`src/rtl/btb_update_queue_pkg.sv`:
```
// btb_update_queue_pkg
//   Shared types and constants for the BTB update queue.
//   - Vlen              : virtual address width of PCs/targets
//   - BtbUpdqDepth      : default queue depth
//   - btb_update_t      : update record consumed by the banked BTB wrapper
//   - btb_updq_entry_t  : payload held in each queue slot (no valid bit)
//   - btb_updq_state_e  : bank-switch FSM states
package btb_update_queue_pkg;

  localparam int unsigned Vlen         = 64;
  localparam int unsigned BtbUpdqDepth = 4;

  typedef struct packed {
    logic            valid;
    logic [Vlen-1:0] pc;
    logic [Vlen-1:0] target_address;
  } btb_update_t;

  typedef struct packed {
    logic [Vlen-1:0] pc;
    logic [Vlen-1:0] target_address;
  } btb_updq_entry_t;

  typedef enum logic [1:0] {
    StIdle,
    StDrain,
    StSettle
  } btb_updq_state_e;

endpackage

```
`src/rtl/btb_updq_fifo.sv`:
```
// btb_updq_fifo
//   Generic Depth-entry FIFO with occupancy count and synchronous flush.
//   Full/empty are derived from a PtrW+1 bit count rather than pointer
//   equality, so the pointers can wrap freely (Depth must be a power of two).
//
// Ports:
//   clk_i    in   clock
//   rst_i    in   asynchronous active-high reset
//   flush_i  in   empty the FIFO at the next edge; overrides push/pop
//   push_i   in   write wdata_i (ignored when full)
//   wdata_i  in   write data
//   pop_i    in   advance the read pointer (ignored when empty)
//   rdata_o  out  head entry (valid when !empty_o)
//   full_o   out  count == Depth
//   empty_o  out  count == 0
module btb_updq_fifo #(
  parameter int unsigned Depth = 4,
  parameter int unsigned Width = 8
) (
  input  logic             clk_i,
  input  logic             rst_i,
  input  logic             flush_i,
  input  logic             push_i,
  input  logic [Width-1:0] wdata_i,
  input  logic             pop_i,
  output logic [Width-1:0] rdata_o,
  output logic             full_o,
  output logic             empty_o
);

  localparam int unsigned PtrW = $clog2(Depth);
  localparam logic [PtrW:0] DepthCnt = (PtrW + 1)'(Depth);

  logic [Width-1:0] mem_q [Depth];
  logic [PtrW-1:0]  wr_ptr_q, wr_ptr_d;
  logic [PtrW-1:0]  rd_ptr_q, rd_ptr_d;
  logic [PtrW:0]    count_q, count_d;
  logic             push_ok, pop_ok;

  assign full_o  = (count_q == DepthCnt);
  assign empty_o = (count_q == '0);
  assign rdata_o = mem_q[rd_ptr_q];

  assign push_ok = push_i && !full_o && !flush_i;
  assign pop_ok  = pop_i && !empty_o && !flush_i;

  always_comb begin
    wr_ptr_d = wr_ptr_q;
    rd_ptr_d = rd_ptr_q;
    count_d  = count_q;
    if (flush_i) begin
      wr_ptr_d = '0;
      rd_ptr_d = '0;
      count_d  = '0;
    end else begin
      if (push_ok) wr_ptr_d = wr_ptr_q + PtrW'(1);
      if (pop_ok)  rd_ptr_d = rd_ptr_q + PtrW'(1);
      unique case ({push_ok, pop_ok})
        2'b10:   count_d = count_q + (PtrW + 1)'(1);
        2'b01:   count_d = count_q - (PtrW + 1)'(1);
        default: count_d = count_q;
      endcase
    end
  end

  always_ff @(posedge clk_i or posedge rst_i) begin
    if (rst_i) begin
      wr_ptr_q <= '0;
      rd_ptr_q <= '0;
      count_q  <= '0;
    end else begin
      wr_ptr_q <= wr_ptr_d;
      rd_ptr_q <= rd_ptr_d;
      count_q  <= count_d;
    end
  end

  // Storage needs no reset: a slot is only read after it has been written.
  always_ff @(posedge clk_i) begin
    if (push_ok) begin
      mem_q[wr_ptr_q] <= wdata_i;
    end
  end

endmodule

```
`src/rtl/btb_update_queue.sv`:
```
// btb_update_queue
//   Buffers resolved-branch BTB updates and drains them one per cycle into
//   the banked BTB wrapper. Owns checkpoint_mode_o (the BTB bank select) and
//   only flips it once every pending update has left the output register, so
//   no update can land in the wrong bank.
//
//   Optional: define BTB_UPDQ_DROP_CNT_EN to build a saturating 16-bit count
//   of dropped updates on drop_cnt_o; otherwise drop_cnt_o is tied to 0.
//
// Ports:
//   clk_i              in   clock
//   rst_i              in   asynchronous active-high reset
//   flush_i            in   drop all queued and in-flight updates
//   update_valid_i     in   resolved update offered
//   update_pc_i        in   PC of the resolved branch
//   update_target_i    in   resolved target
//   update_ready_o     out  queue accepts an update this cycle
//   checkpoint_req_i   in   requested bank (level)
//   checkpoint_mode_o  out  applied bank
//   switch_done_o      out  one-cycle pulse coinciding with a mode change
//   btb_update_o       out  registered update to the BTB wrapper
//   drop_cnt_o         out  dropped-update count (0 unless feature built)
module btb_update_queue
  import btb_update_queue_pkg::*;
#(
  parameter int unsigned Depth = BtbUpdqDepth
) (
  input  logic            clk_i,
  input  logic            rst_i,
  input  logic            flush_i,
  input  logic            update_valid_i,
  input  logic [Vlen-1:0] update_pc_i,
  input  logic [Vlen-1:0] update_target_i,
  output logic            update_ready_o,
  input  logic            checkpoint_req_i,
  output logic            checkpoint_mode_o,
  output logic            switch_done_o,
  output btb_update_t     btb_update_o,
  output logic [15:0]     drop_cnt_o
);

  btb_updq_state_e state_q, state_d;
  logic            mode_q, mode_d;
  logic            switch_done_q, switch_done_d;
  btb_update_t     btb_update_q, btb_update_d;

  logic            fifo_full, fifo_empty;
  logic            push, pop;
  logic            mode_mismatch;
  btb_updq_entry_t wr_entry, head_entry;

  assign mode_mismatch = (checkpoint_req_i != mode_q);

  assign wr_entry.pc             = update_pc_i;
  assign wr_entry.target_address = update_target_i;

  btb_updq_fifo #(
    .Depth (Depth),
    .Width ($bits(btb_updq_entry_t))
  ) u_fifo (
    .clk_i   (clk_i),
    .rst_i   (rst_i),
    .flush_i (flush_i),
    .push_i  (push),
    .wdata_i (wr_entry),
    .pop_i   (pop),
    .rdata_o (head_entry),
    .full_o  (fifo_full),
    .empty_o (fifo_empty)
  );

  // State register: FSM, applied bank and switch pulse.
  always_ff @(posedge clk_i or posedge rst_i) begin
    if (rst_i) begin
      state_q       <= StIdle;
      mode_q        <= 1'b0;
      switch_done_q <= 1'b0;
    end else begin
      state_q       <= state_d;
      mode_q        <= mode_d;
      switch_done_q <= switch_done_d;
    end
  end

  // Next-state logic. The switch target is always the opposite bank, so a
  // request that toggles back mid-drain still completes; IDLE re-evaluates.
  always_comb begin
    state_d       = state_q;
    mode_d        = mode_q;
    switch_done_d = 1'b0;
    unique case (state_q)
      StIdle: begin
        if (mode_mismatch) state_d = StDrain;
      end
      StDrain: begin
        // Wait until the last update has also left the output register.
        if (fifo_empty && !btb_update_q.valid) state_d = StSettle;
      end
      StSettle: begin
        // Extra cycle lets the wrapper commit its update under the old bank.
        state_d       = StIdle;
        mode_d        = !mode_q;
        switch_done_d = 1'b1;
      end
      default: state_d = StIdle;
    endcase
  end

  // Output logic. Ready drops in the same cycle a bank mismatch appears, and
  // is forced low while reset is asserted.
  always_comb begin
    update_ready_o = !rst_i && (state_q == StIdle) && !mode_mismatch &&
                     !fifo_full && !flush_i;
    push           = update_valid_i && update_ready_o;
    pop            = !fifo_empty && !flush_i;
  end

  // Output register: one valid cycle per dequeued entry; pc/target hold
  // their last value when idle.
  always_comb begin
    btb_update_d       = btb_update_q;
    btb_update_d.valid = 1'b0;
    if (pop) begin
      btb_update_d.valid          = 1'b1;
      btb_update_d.pc             = head_entry.pc;
      btb_update_d.target_address = head_entry.target_address;
    end
  end

  always_ff @(posedge clk_i or posedge rst_i) begin
    if (rst_i) begin
      btb_update_q <= '0;
    end else begin
      btb_update_q <= btb_update_d;
    end
  end

  assign btb_update_o      = btb_update_q;
  assign checkpoint_mode_o = mode_q;
  assign switch_done_o     = switch_done_q;

`ifdef BTB_UPDQ_DROP_CNT_EN
  logic [15:0] drop_cnt_q;
  logic        drop_event;

  assign drop_event = update_valid_i && !update_ready_o && !flush_i;

  always_ff @(posedge clk_i or posedge rst_i) begin
    if (rst_i) begin
      drop_cnt_q <= '0;
    end else if (drop_event && (drop_cnt_q != 16'hFFFF)) begin
      drop_cnt_q <= drop_cnt_q + 16'd1;
    end
  end

  assign drop_cnt_o = drop_cnt_q;
`else
  assign drop_cnt_o = '0;
`endif

endmodule

```
`config.mk`:
```
export PLATFORM = sky130hd
export DESIGN_NAME = btb_update_queue
export DESIGN_NICKNAME = d
export VERILOG_FILES = /design/src/rtl/btb_update_queue_pkg.sv /design/src/rtl/btb_updq_fifo.sv /design/src/rtl/btb_update_queue.sv
export SDC_FILE = /design/constraint.sdc
export NUM_CORES = 1
export LEC_CHECK = 0
export CAP_MARGIN = 40
export CORE_ASPECT_RATIO = 0.9
export CORE_MARGIN = 5
export CORE_UTILIZATION = 30
export CTS_BUF_LIST = sky130_fd_sc_hd__clkbuf_4 sky130_fd_sc_hd__clkbuf_8 sky130_fd_sc_hd__clkbuf_16
export CTS_CLUSTER_DIAMETER = 80
export DETAILED_ROUTE_END_ITERATION = 12
export DONT_BUFFER_PORTS = 1
export HOLD_SLACK_MARGIN = 0.03
export SKIP_LAST_GASP = 1
export SYNTH_ARGS = -nofsm -noshare
export SYNTH_HDL_FRONTEND = slang
export SYNTH_HIERARCHICAL = 1
export SYNTH_SLANG_ARGS = --single-unit
```
`constraint.sdc`:
```
create_clock -name clk_i -period 8 [get_ports clk_i]
set_input_delay 1.6 -clock clk_i [delete_from_list [all_inputs] [get_ports clk_i]]
set_output_delay 1.6 -clock clk_i [all_outputs]
set_load 0.05 [all_outputs]
```
==> results.tsv <==
stage	metric	value	unit
status	status	completed	
critical_path	Critical Path AT	2.41	ns
floorplan	Die X	312	um
timing	Setup violations, final	0	
power_and_ir_drop	leakage power	0.00940	uW
global_route	Overflow after GRT	0	
yosys	most common cell in the netlist	edfxtp_1	
layout	Layout Utilization	0.346	
critical_path	critical path endpoint category	primary output	
timing	worst-margin pin slew	1.03	ns
yosys	average cell area after synthesis	23.7	um2
timing	Slew headroom	0.315	
yosys	Seq/Total Area, Yosys	0.765	
clock_network	Root Buffer	clkbuf_16	
yosys	Post-synth ARST share	0.215	
place	placed cell count	2070	
clock_network	CTS HTree Levels	3	
clock_network	Hold-fix buffers, CTS	0	
global_route	initial antenna violation count	3	
global_route	first-pass GRT wire length	72.9	mm
power_and_ir_drop	clock power share	0.416	
layout	fillers	7481	
routing	Vias	10049	
clock_network	Clock Path Buffers	3	
layout	layout cells sized above 1	0.358	
critical_path	Setup CP Type	input port to primary output	
yosys	EDFF count, synth	512	
power_and_ir_drop	Seq pwr share	0.551	
power_and_ir_drop	Pint	5880	uW
yosys	cells after synthesis	1042	
yosys	top_reg_cell synth	edfxtp_1	
timing	Fin Setup TNS	0	ns
critical_path	CP required	6.40	ns
yosys	flops & latches, synth	652	
place	worst slack, placed	3.49	ns
timing	min cycle time layout	4.01	ns
routing	first-pass iteration count of the detailed router	4	
clock_network	Resize count post-CTS	0	
floorplan	I/O pin count	281	
global_route	Overall Global Routing Usage	0.110	
timing	max-slew violations	0	
power_and_ir_drop	fraction of power spent switching nets	0.247	
routing	routed len/inst	22.2	um
floorplan	Initial Util	0.304	
layout	Final Net Count	1221	
power_and_ir_drop	Worst VDD drop	0.000161	V
global_route	largest net degree at the start of global routing	129	
yosys	synth unique cells	47	
yosys	Mapped Area	0.0247	mm2
hold_path	Hold WC Path Type	register to register	
routing	final WL	49.0	mm
place	RD Place Congestion	0.694	
clock_network	CTS tree	yes	
timing	RSZ-0062 raised after global routing	no	
yosys	dominant cell type by area after synthesis	edfxtp_1	
run	maxcap violations	0	
timing	fin crit share	0.501	
yosys	post-synth top area share	0.623	
global_route	vias in the first global route	11052	
clock_network	CTS buffer count	70	
routing	via/cell ratio	4.56	
layout	Syn-to-layout area delta	14.0	%
timing	Fmax achieved	249	MHz
critical_path	CP Max Fanout	3	
floorplan	core footprint	0.0813	mm2
yosys	top cells by area, synth	edfxtp_1 62%, dfrtp_1 14%, mux4_2 12%	
timing	final worst setup slack	3.99	ns
power_and_ir_drop	Pwr Total	7820	uW
floorplan	Die H	282	um
floorplan	row count	99	
power_and_ir_drop	Pwr Density	278	mW/mm2
timing	Final Skew	0.0302	ns
clock_network	Num Clock Sinks	652	
yosys	Post-synth top cells	512 x edfxtp_1, 140 x dfrtp_1, 128 x mux4_2, 100 x mux2_4, 28 x mux2_2	
routing	antenna viol nets, final	0	
place	DP Wirelength	28.1	mm
layout	fin cells	2203	
routing	DRC violations left	0	
critical_path	Startpoint Class	input port	
clock_network	clk_lat worst skew	0.60	ns
floorplan	Die Footprint	0.0881	mm2
place	number of I/O port buffers	0	
timing	endpoints failing hold	0	
yosys	Ys Warns	6	
power_and_ir_drop	share of power burned in combinational logic	0.032	
routing	initial drt markers	627	
power_and_ir_drop	Net Switching	1930	uW
clock_network	Post-CTS Setup Repair Bufs	0	
clock_network	clk slew on worst S/H paths	0.05	ns
[final timing paths]
check,end,slack [ns],start,cells past startpoint
max in group asynchronous,btb_update_o[67]$_DFFE_PP0P_,5.64,rst_i,3
max,update_ready_o,3.99,rst_i,3
min reg2reg,state_q[1]$_DFFE_PP0P_,0.48,state_q[1]$_DFFE_PP0P_,1
min in group asynchronous,u_fifo/count_q[1]$_DFFE_PP0P_,0.84,rst_i,1
min,state_q[1]$_DFFE_PP0P_,0.48,state_q[1]$_DFFE_PP0P_,1
max reg2reg,u_fifo/mem_q[1][81]$_DFFE_PP_,4.56,checkpoint_mode_o$_DFFE_PP0P_,7
[cells in the final DEF (no fill, tap or decap), types with 7 or more instances in the layout]
cell type and count:
conb_1 16, dfrtp_1 138, mux2_2 28, mux4_2 128
mux2_4 100, buf_4 10, clkinv_2 12, clkbuf_16 73
edfxtp_1 512, clkinv_1 7, inv_1 8, clkbuf_4 15
[layer usage]
layer | routed length, um | share of wire | GRT usage | up-vias
li1 | - | - | - | 4305
met1 | 19200 | 0.39 | 0.131 | 5393
met2 | 24000 | 0.49 | 0.182 | 272
met3 | 4520 | 0.092 | 0.0480 | 77
met4 | 1160 | 0.024 | 0.0331 | 2
met5 | 13 | 0.00027 | 0 | -
[stage by stage]
stage	cell area, um2	hold WS, ns
6_report	28100	0.481
5_1_grt	28100	0.511
4_1_cts	28100	0.475
3_5_place_dp	25700	0.472
3_3_place_gp	25600	0.455
2_1_floorplan	24700	0.439
[kinds of logic (layout without fill, tap and decap cells)]
group / Yosys count / after routing / synth area share
AO/OA/AOI/OAI: 17 / 17 / 0.00487
XOR/XNOR: 5 / 5 / 0.00178
adder cells (fa/ha/maj): 5 / 5 / 0.00284
buffers and inverters: 74 / 156 / 0.0263
flip-flops: 652 / 652 / 0.765
multiplexers: 256 / 256 / 0.191
other: 1 / 20 / 0.000152
AND/OR/NAND/NOR: 32 / 32 / 0.00822
[area by class of cell]
type | instances | area [um2] | share of cell area
sequential | 652 | 18900 | 0.671
multi-input combinational | 331 | 5210 | 0.185
clock buffer | 91 | 1980 | 0.0704
tap | 1060 | 1330 | 0.0471
clock inverter | 37 | 392 | 0.0139
timing repair buffer | 19 | 285 | 0.0101
inverter | 9 | 38.8 | 0.00138
antenna | 4 | 10.0 | 0.000356
[power by group through the flow]
| stage | Sequential, uW | Clock [uW] | Combinational (uW) |
|---|---|---|---|
| after global placement | 4390 | 0 | 246 |
| after detailed placement | 4390 | 0 | 253 |
| final | 4310 | 3260 | 251 |
| after CTS | 4320 | 3370 | 254 |
| after global routing | 4330 | 3520 | 275 |
| after floorplan | 4340 | 0 | 223 |
[critical path, stage by stage]
cell and delay (ns):
or3_1 0.34, nor4_2 0.23, buf_4 0.24
[sequential cells by signal, summed over array words and instances (netlist names)]
| name | flops |
|---|---|
| btb_update_o | 129 |
| u_fifo/rd_ptr_q | 2 |
| u_fifo/mem_q | 512 |
| u_fifo/wr_ptr_q | 2 |
| u_fifo/count_q | 3 |
| checkpoint_mode_o | 1 |
| switch_done_o | 1 |
| state_q | 2 |
Power figures use the tool's default switching activity.
